## src/rtl/writeback_arb_pkg.sv

```systemverilog
// Shared types for the writeback arbiter: result entry layout and rd one-hot decode.
package wb_pkg;
  localparam int XLEN_DEF   = 32;
  localparam int REG_ADDR_W = 5;

  typedef struct packed {
    logic [REG_ADDR_W-1:0] rd;
    logic [XLEN_DEF-1:0]   dat;
  } wb_entry_t;

  function automatic logic [31:0] onehot_rd(input logic [REG_ADDR_W-1:0] rd);
    onehot_rd = 32'd1 << rd;
  endfunction
endpackage

```

## src/rtl/writeback_arb_if.sv

```systemverilog
// Writeback bundle: ALU result, LSU valid/ready result, register-file write port and hazard status.
interface writeback_arb_if
  import wb_pkg::*;
#(
  parameter int XLEN  = XLEN_DEF,
  parameter int DEPTH = 4
) ();
  logic                    alu_valid;
  logic [REG_ADDR_W-1:0]   alu_rd;
  logic [XLEN-1:0]         alu_dat;
  logic                    lsu_valid;
  logic                    lsu_ready;
  logic [REG_ADDR_W-1:0]   lsu_rd;
  logic [XLEN-1:0]         lsu_dat;
  logic                    write;
  logic [REG_ADDR_W-1:0]   w_reg;
  logic [XLEN-1:0]         w_dat;
  logic [31:0]             pending_mask;
  logic [$clog2(DEPTH):0]  fifo_count;

  modport master (
    output alu_valid, alu_rd, alu_dat, lsu_valid, lsu_rd, lsu_dat,
    input  lsu_ready, write, w_reg, w_dat, pending_mask, fifo_count
  );
  modport slave (
    input  alu_valid, alu_rd, alu_dat, lsu_valid, lsu_rd, lsu_dat,
    output lsu_ready, write, w_reg, w_dat, pending_mask, fifo_count
  );
endinterface

```

## src/rtl/writeback_arb_fifo.sv

```systemverilog
// LSU result FIFO with per-entry valid bits so the pending-rd mask is a plain OR over live entries.
module wb_fifo
  import wb_pkg::*;
#(
  parameter int DEPTH = 4
) (
  input  logic                   clk,
  input  logic                   rst,
  input  logic                   i_push,
  input  wb_entry_t              i_dat,
  input  logic                   i_pop,
  output wb_entry_t              o_head,
  output logic [$clog2(DEPTH):0] o_count,
  output logic                   o_full,
  output logic                   o_empty,
  output logic [31:0]            o_mask
);
  localparam int PW = $clog2(DEPTH);

  wb_entry_t          r_mem [DEPTH];
  logic [DEPTH-1:0]   r_vld;
  logic [PW-1:0]      r_wp;
  logic [PW-1:0]      r_rp;
  logic [PW:0]        r_cnt;
  logic               w_pop;
  logic [31:0]        w_mask;

  assign o_full  = (r_cnt == (PW+1)'(DEPTH));
  assign o_empty = (r_cnt == '0);
  assign w_pop   = i_pop && !o_empty;

  always_ff @(posedge clk or posedge rst) begin
    if (rst) begin
      r_vld <= '0;
      r_wp  <= '0;
      r_rp  <= '0;
      r_cnt <= '0;
    end else begin
      if (i_push) begin
        r_vld[r_wp] <= 1'b1;
        r_wp        <= r_wp + 1'b1;
      end
      if (w_pop) begin
        r_vld[r_rp] <= 1'b0;
        r_rp        <= r_rp + 1'b1;
      end
      r_cnt <= r_cnt + (PW+1)'(i_push) - (PW+1)'(w_pop);
    end
  end

  // Payload needs no reset: r_vld gates every consumer.
  always_ff @(posedge clk) begin
    if (i_push) r_mem[r_wp] <= i_dat;
  end

  always_comb begin
    w_mask = '0;
    for (int i = 0; i < DEPTH; i++) begin
      if (r_vld[i]) w_mask = w_mask | onehot_rd(r_mem[i].rd);
    end
  end

  assign o_head  = r_mem[r_rp];
  assign o_count = r_cnt;
  assign o_mask  = w_mask & ~32'd1;
endmodule

```

## src/rtl/writeback_arb.sv

```systemverilog
// Register-file write-port arbiter: ALU always wins, LSU results queue in wb_fifo and drain in ALU-idle cycles.
// Optional WB_LSU_BYPASS_EN lets an LSU result skip the empty FIFO for 1-cycle latency.
module writeback_arb
  import wb_pkg::*;
#(
  parameter int XLEN  = XLEN_DEF,
  parameter int DEPTH = 4
) (
  input  logic            clk,
  input  logic            rst,
  writeback_arb_if.slave  bus
);
  logic                   r_write;
  logic [REG_ADDR_W-1:0]  r_reg;
  logic [XLEN-1:0]        r_dat;

  logic                   w_alu_win;
  logic                   w_accept;
  logic                   w_byp;
  logic                   w_push;
  logic                   w_pop;
  logic                   w_full;
  logic                   w_empty;
  wb_entry_t              w_lsu_ent;
  wb_entry_t              w_head;
  logic [$clog2(DEPTH):0] w_count;
  logic [31:0]            w_mask;

  assign w_alu_win     = bus.alu_valid && (bus.alu_rd != '0);
  // No pop credit: a full FIFO refuses even when it drains this cycle.
  assign bus.lsu_ready = !rst && !w_full;
  assign w_accept      = bus.lsu_valid && bus.lsu_ready && (bus.lsu_rd != '0);
  assign w_lsu_ent.rd  = bus.lsu_rd;
  assign w_lsu_ent.dat = bus.lsu_dat;

`ifdef WB_LSU_BYPASS_EN
  assign w_byp = w_accept && w_empty && !w_alu_win;
`else
  assign w_byp = 1'b0;
`endif

  assign w_push = w_accept && !w_byp;
  assign w_pop  = !w_alu_win && !w_empty;

  wb_fifo #(.DEPTH(DEPTH)) u_fifo (
    .clk     (clk),
    .rst     (rst),
    .i_push  (w_push),
    .i_dat   (w_lsu_ent),
    .i_pop   (w_pop),
    .o_head  (w_head),
    .o_count (w_count),
    .o_full  (w_full),
    .o_empty (w_empty),
    .o_mask  (w_mask)
  );

  always_ff @(posedge clk or posedge rst) begin
    if (rst) begin
      r_write <= 1'b0;
      r_reg   <= '0;
      r_dat   <= '0;
    end else if (w_alu_win) begin
      r_write <= 1'b1;
      r_reg   <= bus.alu_rd;
      r_dat   <= bus.alu_dat;
    end else if (w_pop) begin
      r_write <= 1'b1;
      r_reg   <= w_head.rd;
      r_dat   <= w_head.dat;
    end else if (w_byp) begin
      r_write <= 1'b1;
      r_reg   <= bus.lsu_rd;
      r_dat   <= bus.lsu_dat;
    end else begin
      r_write <= 1'b0;
    end
  end

  assign bus.write        = r_write;
  assign bus.w_reg        = r_reg;
  assign bus.w_dat        = r_dat;
  assign bus.pending_mask = w_mask;
  assign bus.fifo_count   = w_count;
endmodule

```

## src/flat_wrapper.sv

```systemverilog
// flat-port wrapper written by rule: the top's interface ports become plain ports
module writeback_arb_flat import wb_pkg::*;
#(
  parameter int XLEN  = XLEN_DEF,
  parameter int DEPTH = 4
)
  (clk, rst, bus_alu_valid, bus_alu_rd, bus_alu_dat, bus_lsu_valid, bus_lsu_rd, bus_lsu_dat, bus_lsu_ready, bus_write, bus_w_reg, bus_w_dat, bus_pending_mask, bus_fifo_count);
  writeback_arb_if #(.XLEN(XLEN), .DEPTH(DEPTH)) bus_i ();
  input  logic clk;
  input  logic rst;
  input wire logic [$bits(bus_i.alu_valid)-1:0] bus_alu_valid;
  input wire logic [$bits(bus_i.alu_rd)-1:0] bus_alu_rd;
  input wire logic [$bits(bus_i.alu_dat)-1:0] bus_alu_dat;
  input wire logic [$bits(bus_i.lsu_valid)-1:0] bus_lsu_valid;
  input wire logic [$bits(bus_i.lsu_rd)-1:0] bus_lsu_rd;
  input wire logic [$bits(bus_i.lsu_dat)-1:0] bus_lsu_dat;
  output wire logic [$bits(bus_i.lsu_ready)-1:0] bus_lsu_ready;
  output wire logic [$bits(bus_i.write)-1:0] bus_write;
  output wire logic [$bits(bus_i.w_reg)-1:0] bus_w_reg;
  output wire logic [$bits(bus_i.w_dat)-1:0] bus_w_dat;
  output wire logic [$bits(bus_i.pending_mask)-1:0] bus_pending_mask;
  output wire logic [$bits(bus_i.fifo_count)-1:0] bus_fifo_count;
  assign bus_i.alu_valid = bus_alu_valid;
  assign bus_i.alu_rd = bus_alu_rd;
  assign bus_i.alu_dat = bus_alu_dat;
  assign bus_i.lsu_valid = bus_lsu_valid;
  assign bus_i.lsu_rd = bus_lsu_rd;
  assign bus_i.lsu_dat = bus_lsu_dat;
  assign bus_lsu_ready = bus_i.lsu_ready;
  assign bus_write = bus_i.write;
  assign bus_w_reg = bus_i.w_reg;
  assign bus_w_dat = bus_i.w_dat;
  assign bus_pending_mask = bus_i.pending_mask;
  assign bus_fifo_count = bus_i.fifo_count;
  writeback_arb #(.XLEN(XLEN), .DEPTH(DEPTH)) u_core (.clk(clk), .rst(rst), .bus(bus_i));
endmodule
```

## config.mk

```make
export PLATFORM = sky130hd
export DESIGN_NAME = writeback_arb_flat
export DESIGN_NICKNAME = d
export VERILOG_FILES = /design/src/rtl/writeback_arb_pkg.sv /design/src/rtl/writeback_arb_if.sv /design/src/rtl/writeback_arb_fifo.sv /design/src/rtl/writeback_arb.sv /design/src/flat_wrapper.sv
export SDC_FILE = /design/constraint.sdc
export NUM_CORES = 1
export LEC_CHECK = 0
export ABC_AREA = 1
export ABC_CLOCK_PERIOD_IN_PS = 2600
export CAP_MARGIN = 20
export CORE_MARGIN = 4
export CORE_UTILIZATION = 40
export CTS_BUF_LIST = sky130_fd_sc_hd__clkbuf_8
export CTS_CLUSTER_SIZE = 25
export DETAILED_ROUTE_END_ITERATION = 12
export PLACE_DENSITY_LB_ADDON = 0.15
export SYNTH_ARGS = -nofsm -noshare
export SYNTH_HDL_FRONTEND = slang
export SYNTH_HIERARCHICAL = 1
export SYNTH_SLANG_ARGS = --single-unit
```

## constraint.sdc

```tcl
create_clock -name clk -period 2.6 [get_ports clk]
set_clock_uncertainty 0.1 [all_clocks]
set_input_delay 0.65 -clock clk [delete_from_list [all_inputs] [get_ports clk]]
set_output_delay 0.65 -clock clk [all_outputs]
set_load 0.01 [all_outputs]
```

[Word level (Yosys, flattened, before mapping)]
Memory sizes are Yosys's and may differ from the RTL's.
Cells that the tools add are included.
Storage, ports and cells
  flip-flop bits (word level): 49
  RAM bits: 148
  input bits: 78
  output and inout port bits: 74
  logic and storage cells: 61
  memories kept: 1
Cells by class
  add/subtract/negate cells: 4
  order comparisons: 4
  eq/ne operators: 1
  shifts and indexed selects: 4
  multiplexer cells: 18
  bitwise gates (word level): 6
  reductions and logical operators: 16
Memories
  u_core.u_fifo.r_mem: words 4, width 37, read ports 5, clocked after Yosys merged registers in 0, write ports 1, line writeback_arb_fifo.sv:20  | wb_entry_t r_mem [DEPTH];
Operators with widths (count)
  two-way mux 32 bit: 6
  left shift 1 x 5 -> 32 bit, first input constant: 4
  OR 32 bit: 3
  two-way mux 5 bit: 2
  nonzero test 5 bit: 2
  logical AND 1 bit: 8
  two-way mux 4 bit: 2
  < comparator 2 x 3 -> 1 bit, second input constant: 2
  two-way mux 1 bit: 6
  adder 2 x 1 -> 2 bit, second input constant: 2
  AND 4 bit: 1
  demux 1 bit (select 2 bit): 2
  greater-or-equal comparator 2 x 1 -> 1 bit, second input constant: 2
  zero test 1 bit: 4
  inverter 4 bit: 1
  OR 4 bit: 1
  adder 3 x 1 -> 3 bit: 1
  equality test 3 bit, second input constant: 1
  zero test 3 bit: 1
  subtractor 3 x 1 -> 3 bit: 1
  nonzero test 2 bit: 1

[Longest topological paths before layout]
Gate-level depths: netlist of run 1.
An unclocked memory read counts as a cell.
  depth in word-level cells: 9
  mapped depth: 14
  gate-level depth less buffers: 13

[Hierarchy]
The synthesis of run 1 kept the hierarchy.
Modules (own cells, without submodules)
  wb_fifo: times used 1, cells an instance 730, area an instance 7485.9 µm², sequential area each 4719.5 µm²
  writeback_arb: times used 1, cells an instance 231, area an instance 2371.0 µm², sequential area each 950.9 µm²

[Least setup slack after synthesis of run 1]
Ideal clock, no wire load.
  path kind: input -> register
  start: in bus_alu_valid
  end: reg u_core.u_fifo.r_cnt[2] (netlist: u_core/u_fifo/o_count[2])
  library setup time: 129 ps
  arrival: 2465 ps
  required time: 2371 ps
  path slack: -93 ps
  cell stages on the path: 13
  path buffers: 2
  cell sequence: buf_2 -> nand2_4 -> buf_12 -> inv_2 -> nor2_1 -> nand2_1 -> inv_1 -> ha_1 -> inv_1 -> ha_1 -> fa_1 -> xnor2_1 -> xor2_1
Between the ends
  cells in the longest elaborated chain, start to end: 5
RTL lines
  from (decl): line flat_wrapper.sv:11  | input wire logic [$bits(bus_i.alu_valid)-1:0] bus_alu_valid;
  logical AND 1 bit: line writeback_arb.sv:29  | assign w_alu_win = bus.alu_valid && (bus.alu_rd != '0);
  zero test 1 bit: line writeback_arb.sv:43  | assign w_pop = !w_alu_win && !w_empty;
  logical AND 1 bit: line writeback_arb.sv:43
  net u_core.w_pop: line writeback_arb.sv:21  | logic w_pop;
  logical AND 1 bit: line writeback_arb_fifo.sv:30  | assign w_pop = i_pop && !o_empty;
  subtractor 3 x 1 -> 3 bit: line writeback_arb_fifo.sv:47  | r_cnt <= r_cnt + (PW+1)'(i_push) - (PW+1)'(w_pop);
  to (signal assigned): line writeback_arb_fifo.sv:47
  to (decl): line writeback_arb_fifo.sv:24  | logic [PW:0] r_cnt;
The timed path passes the listed nets, and every way through them passes these cells.
A chain may end at the register's enable or synchronous reset.

==> summary.md, run 1 <==
| Metric | Value |
|---|---|
| ANT nets after route | `0` |
| Post-Layout Cell Count | `between 1500 and 2000` |
| Status | `completed` |
| CP required | `between 1500 and 2000 ps` |
| Worst path max stage delay | `about 480 ps` |
| WL per Instance | `18.8 µm` |
| Clock latency on the worst-skew pair | `470 ps` |
| Htree depth | `4` |
| Residual DRC count | `0` |
| Critical R2R Launch | `u_core/u_fifo/o_count[2]$_DFF_PP0_` |
| Initial antenna violation count | `1` |
| Post-CTS Hold Fix Bufs | `0` |
| CP startpoint | `u_core/u_fifo/r_mem[1][33]$_DFFE_PP_` |
| Critical R2R Capture | `u_core/u_fifo/o_count[2]$_DFF_PP0_` |
| Period minus WS final | `2560 ps` |
| Clock root cell | `clkbuf_8` |
| Maximum number of pins on one net before global-route repair | `76` |
| Post-synth EDFFs | `148` |
| Drt first-iter violations | `between 500 and 600` |
| GPL Wtd Cong | `0.975` |
| Leakage | `5.21 nW` |
| Mapped Nets | `1050` |
| Flop pwr share | `roughly 40%` |
| FF+latch count, synth | `just under 200` |
| Clock power frac | `17.6%` |
| Power share of the combinational group | `between 40 and 50%` |
| Mean Syn Cell Area | `between 10 and 15 µm²` |
| Detailed Routing Iterations Pass 1 | `5` |
| End of the critical path | `bus_pending_mask[17]` |
| Fraction of registers with async set/reset | `24.9%` |
| DIE AREA | `0.0272 mm²` |
| GRT Total Usage | `21.0%` |
| HP Class | `register to register` |
| Seq/Total Area, Yosys | `57.5%` |
| Vias | `7971` |
| Mapped cell area | `approximately 0.0099 mm²` |
| Die span in x | `about 160 µm` |
| Post-layout power | `roughly 0.011 W` |
| Switching Fraction | `38.8%` |
| Fin crit share | `98.6%` |
| CTS sink cnt | `197` |
| Fin. max-slew vios | `0` |
| Row count | `57` |
| FILL cells | `around 2200` |
| Nets | `1277` |
| Die height | `165 µm` |
| Largest register FFs | `roughly 150` |
| Number of buffers created by CTS | `17` |
| Area delta synth->final | `31.7%` |
| Final setup fails | `0` |
| Vias per inst | `5.23` |
| CP Capture Type | `output pin` |
| PD cells | `820 mW/mm²` |
| Warnings, synthesis | `6` |
| Final Hold Fails | `0` |
| Worst-path clk slew | `100 ps` |
| Vias in the first global route | `7933` |
| WS Path Type | `register to output pin` |
| RSZ-0062 raised after global routing | `true` |
| Layout cell share with drive strength beyond 1 | `30.0%` |
| Psw | `between 0.004 and 0.005 W` |
| Yosys cell types | `34` |
| Remaining Overflow, GRT | `0` |
| Peak supply drop | `roughly 430 µV` |
| Port Buf Inserts | `150` |
| Worst R2R Path Depth | `12` |
| Final wirelength | `28600 µm` |
| Core area | `0.0242 mm²` |
| Cell count after placement | `roughly 1400` |
| CTS Buffer Depth | `2` |
| Setup TNS | `0 ps` |
| ANT cells | `0` |
| Fmax | `0.390 GHz` |
| Hpwl dp | `18900 µm` |
| Critical path fanouts, max | `4` |
| Startpoint types | `register` |
| Arr. time, crit path | `1810 ps` |
| R2R setup slack | `290 ps` |
| Ports | `152` |
| Max_cap viols | `0` |
| Slew HR | `32.0%` |
| Initial core utilization | `a little over 40%` |
| Slew @ Worst Pin | `between 1000 and 1500 ps` |
| Post-Syn Instances | `961` |
| Global-route wire length before repair | `44000 µm` |
| TritonCTS clock tree | `yes` |
| P_int | `0.00652 W` |
| Prevailing post-synth register cell | `edfxtp_1` |
| Critical path, cell by cell | `inv_1 -> nand3_2 -> nor2_1 -> a21oi_1 -> nand2_1 -> dlygate4sd2_1` |
| CP max stage cell | `edfxtp_1` |
## how the worst min path moves through the flow
stage	cells after the start	to	start
global route	1	u_core/u_fifo/r_wp[0]$_DFFE_PP0P_	u_core/u_fifo/r_wp[0]$_DFFE_PP0P_
detailed placement	2	u_core/bus.w_reg[1]$_DFFE_PP0P_	u_core/bus.w_reg[1]$_DFFE_PP0P_
finish	2	u_core/bus.w_reg[1]$_DFFE_PP0P_	u_core/bus.w_reg[1]$_DFFE_PP0P_
CTS	2	u_core/bus.w_reg[1]$_DFFE_PP0P_	u_core/bus.w_reg[1]$_DFFE_PP0P_
floorplan	1	u_core/u_fifo/r_wp[0]$_DFFE_PP0P_	u_core/u_fifo/r_wp[0]$_DFFE_PP0P_
global placement	2	u_core/bus.w_reg[3]$_DFFE_PP0P_	u_core/bus.w_reg[3]$_DFFE_PP0P_
## what timing repair did
item	CTS	global route
pin swaps	14	39
cloned	0	0
gates resized for setup	168	74
endpoints found under the setup margin	31	33
setup buffers	47	7
## kinds of logic (layout without fill, tap and decap cells)
| family | count (synthesis) | count (layout) | synth area share, % |
|---|---|---|---|
| AO/OA/AOI/OAI | 141 | 141 | 7.67 |
| flip-flops | 197 | 197 | 57.5 |
| other | 1 | 1 | 0.0380 |
| adder cells (fa/ha/maj) | 11 | 11 | 1.47 |
| AND/OR/NAND/NOR | 474 | 474 | 25.6 |
| buffers and inverters | 133 | 373 | 7.31 |
| XOR/XNOR | 4 | 4 | 0.355 |
## power by group through the flow
stage / Clock, W / Combinational [W] / Sequential, W
floorplan: 0 / 0.00249 / 0.00442
global placement: 0 / 0.00424 / 0.00438
detailed placement: 0 / 0.00429 / 0.00437
CTS: 0.00195 / 0.00443 / 0.00429
global route: 0.00208 / 0.00492 / 0.00435
finish: 0.00188 / 0.00448 / 0.00429
## placed cells by master (no fill, tap or decap), drive strengths merged
cell	count
dlygate4sd2	1
inv	75
xor2	3
clkdlybuf4s50	117
dlymetal6s2s	1
nand3	189
edfxtp	148
buf	148
o22ai	40
clkbuf	21
dfrtp	49
ha	10
nand4	19
nor3	22
o21ai	77
conb	1
fa	1
a21oi	24
nor2	167
clkinv	8
xnor2	1
nand3b	2
nand2	75
clkinvlp	2
## metrics by stage
step                util, %  cell area (µm²)  hold slack, ps  setup slack [ps]
finish                 53.6            13000             431              35.6
global placement       49.2            11900             405              -356
CTS                    52.6            12700             437             -77.1
detailed placement     49.2            11900             414              -402
global route           53.6            13000             457             -70.3
floorplan                 -             9870             391              1.47
## synthesized netlist by cell type (all sizes together), types with 10 or more instances
master | n | area, µm²
nand3 | 189 | 1340
nor2 | 167 | 644
edfxtp | 148 | 4440
o21ai | 77 | 385
nand2 | 75 | 297
inv | 68 | 258
dfrtp | 49 | 1230
buf | 45 | 384
o22ai | 40 | 250
a21oi | 24 | 120
nor3 | 22 | 110
nand4 | 19 | 119
clkbuf | 18 | 70.1
ha | 10 | 125
## metal layers
layer / vias to the layer above / track usage [%] / routed length [µm]
li1: 3816 / - / -
met1: 3843 / 29.5 / 13000
met2: 263 / 33.4 / 13300
met3: 47 / 3.59 / 1610
met4: 2 / 6.73 / 696
met5: - / 0 / 13
## critical path, delay by kind of cell, from the launching register on
family	cells	cell delay [ps]
DFF	1	480
buffers and inverters	2	470
and+or+nand+nor	3	360
AOI/OAI and AO/OA	1	50
## cell type report
| class | instances | area, µm² | share of cell area, % |
|---|---|---|---|
| flip-flops and latches | 197 | 5670 | 43.7 |
| multi-input cells | 631 | 3760 | 29.0 |
| repair buffers | 271 | 2480 | 19.1 |
| well taps | 324 | 405 | 3.12 |
| inverters | 70 | 279 | 2.15 |
| clock buffers | 17 | 234 | 1.80 |
| clock inverters | 15 | 146 | 1.13 |
Note: power is estimated with default switching activity, not from simulation.
==> run 2: changes to the inputs <==
--- a/config.mk
+++ b/config.mk
@@ -8,11 +8,11 @@
 export ABC_AREA = 1
 export ABC_CLOCK_PERIOD_IN_PS = 2600
 export CAP_MARGIN = 20
-export CORE_MARGIN = 4
 export CORE_UTILIZATION = 40
 export CTS_BUF_LIST = sky130_fd_sc_hd__clkbuf_8
 export CTS_CLUSTER_SIZE = 25
 export DETAILED_ROUTE_END_ITERATION = 12
+export GPL_ROUTABILITY_DRIVEN = 0
 export PLACE_DENSITY_LB_ADDON = 0.15
 export SYNTH_ARGS = -nofsm -noshare
 export SYNTH_HDL_FRONTEND = slang
==> summary.md, run 2 (same netlist as run 1, synthesis figures left out) <==
| Metric | Value |
|---|---|
| Hold path depth | `2` |
| Failing checks | `setup timing` |
| Global-route wire length before repair | `42700 µm` |
| Worst-path clk slew | `100 ps` |
| Largest register FFs | `148` |
| Vias | `8064` |
| Vias per inst | `5.32` |
| Status | `finished with violations` |
| Slew HR | `roughly 34%` |
| Fmax | `0.381 GHz` |
| GRT Total Usage | `between 20 and 25%` |
| Fin crit share | `101%` |
| WL per Instance | `18.2 µm` |
| Die span in x | `about 160 µm` |
| Commonest non-fill, non-tap cells in the layout | `148 x nor2_1, 148 x edfxtp_1, 118 x clkdlybuf4s50_1` |
| Placement Setup Slack | `-399 ps` |
| Row count | `57` |
| PD cells | `829 mW/mm²` |
| ANT cells | `0` |
| Fin. max-slew vios | `0` |
| FILL cells | `2157` |
| Final Hold Fails | `0` |
| Core area | `0.0242 mm²` |
| CP startpoint | `u_core/u_fifo/r_mem[2][32]$_DFFE_PP_` |
| CP required | `1850 ps` |
| R2R setup slack | `280 ps` |
| Clock root cell | `clkbuf_8` |
| Remaining Overflow, GRT | `0` |
| Initial core utilization | `40.7%` |
| Max_cap viols | `0` |
| Clock latency on the worst-skew pair | `460 ps` |
| Hpwl dp | `17900 µm` |
| Area post-placement | `0.0119 mm²` |
| Setup ws final | `-26.8 ps` |
| Post-layout power | `0.0107 W` |
| CTS Buffer Depth | `2` |
| Post-Layout Cell Count | `1516` |
| Layout cell share with drive strength beyond 1 | `28.7%` |
| Worst R2R Path Depth | `12` |
| Port Buf Inserts | `150` |
| Htree depth | `4` |
| RSZ-0062 raised after global routing | `true` |
| Slew @ Worst Pin | `~1000 ps` |
| Area delta synth->final | `31.4%` |
| Initial antenna violation count | `0` |
| DIE AREA | `0.0253 mm²` |
| CTS sink cnt | `197` |
| TritonCTS clock tree | `yes` |
| Cell count after placement | `about 1400` |
| Critical path fanouts, max | `5` |
| Die height | `159 µm` |
| Final wirelength | `27700 µm` |
| Startpoint types | `register` |
| Hold_sp | `u_core/bus.w_reg[3]$_DFFE_PP0P_` |
| WS Path Type | `register to output pin` |
| Number of buffers created by CTS | `17` |
| CP Capture Type | `output pin` |
| Drt first-iter violations | `640` |
| Critical R2R Launch | `u_core/u_fifo/o_count[1]$_DFF_PP0_` |
| Final setup fails | `3` |
| Detailed Routing Iterations Pass 1 | `5` |
| Arr. time, crit path | `between 1500 and 2000 ps` |
| Worst path max stage delay | `500 ps` |
| Post-route cell area | `0.0129 mm²` |
| Maximum number of pins on one net before global-route repair | `76` |
| CP max stage cell | `edfxtp_1` |
| ANT nets after route | `0` |
| Vias in the first global route | `around 7800` |
| Nets | `1268` |
| Residual DRC count | `0` |
| HP Class | `register to register` |
| Ports | `152` |
| Critical path, cell by cell | `buf_6 -> nor2_4 -> buf_6 -> nand3_2 -> nor2_1 -> nor2_1 -> nand2_1 -> buf_2` |
| Final Util | `53.4%` |
| Leakage | `roughly 5.2 nW` |
| Post-CTS Hold Fix Bufs | `0` |
| Period minus WS final | `~2600 ps` |
| Peak supply drop | `509 µV` |
run 2: cell count changes in the layout (fill, tap and decap cells not counted), moves of 3 or more:
cell and change:
buf_12 +5, clkbuf_2 +11, buf_2 -8, nor2_2 -9, nor3_2 +3, nor2_1 +9
buf_6 -17
run 2: critical path: cells and delay by family, from the launching register on:
family        cells  cell delay, ps
flops             1             500
buf+inv           3             440
simple gates      5             490
run 2: what timing repair did:
item	CTS	global route
buffers inserted	33	21
setup endpoints to repair	31	31
pin swaps	10	21
resized for setup	125	79
run 2: path summary, 6_finish.rpt:
check / endpoint
setup / recovery: bus_pending_mask[24]
hold / removal: u_core/bus.w_reg[3]$_DFFE_PP0P_
setup reg to reg: u_core/u_fifo/o_count[2]$_DFF_PP0_
hold reg to reg: u_core/bus.w_reg[3]$_DFFE_PP0P_
max in group asynchronous: u_core/bus.w_dat[18]$_DFFE_PP0P_
min in group asynchronous: u_core/bus.w_reg[3]$_DFFE_PP0P_
run 2: where the power goes:
group / internal, W / switching (W) / leakage, nW / total [W]
sequential: 0.00397 / 0.000322 / 1.93 / 0.00429
clock: 0.000901 / 0.00114 / 0.204 / 0.00205
combinational: 0.00179 / 0.00261 / 3.05 / 0.00439
total: 0.00666 / 0.00408 / 5.18 / 0.0107
run 2: cell type report:
| cell class | instances | area (µm²) | share of cell area [%] |
|---|---|---|---|
| Timing Repair Buffer | 262 | 2420 | 18.7 |
| Clock inverter | 15 | 188 | 1.45 |
| Inverter | 70 | 278 | 2.15 |
| Sequential cell | 197 | 5670 | 43.8 |
| Tap cell | 324 | 405 | 3.13 |
| Clock buffer | 17 | 234 | 1.81 |
| Multi-Input combinational cell | 631 | 3750 | 29.0 |
run 2: metrics by stage:
step,hold WS [ps],setup TNS [ps]
6_report,436,-38.5
5_1_grt,472,-937
4_1_cts,440,-504
3_5_place_dp,411,-6250
3_3_place_gp,401,-4330
2_1_floorplan,391,0
run 2: routing by layer:
layer,share of wire [%],vias to the layer above,GRT usage (%)
met5,0,-,0
met4,2.4,0,6.69
met3,6.6,57,4.27
met2,46,338,34.1
met1,45,3860,30.3
li1,-,3809,-
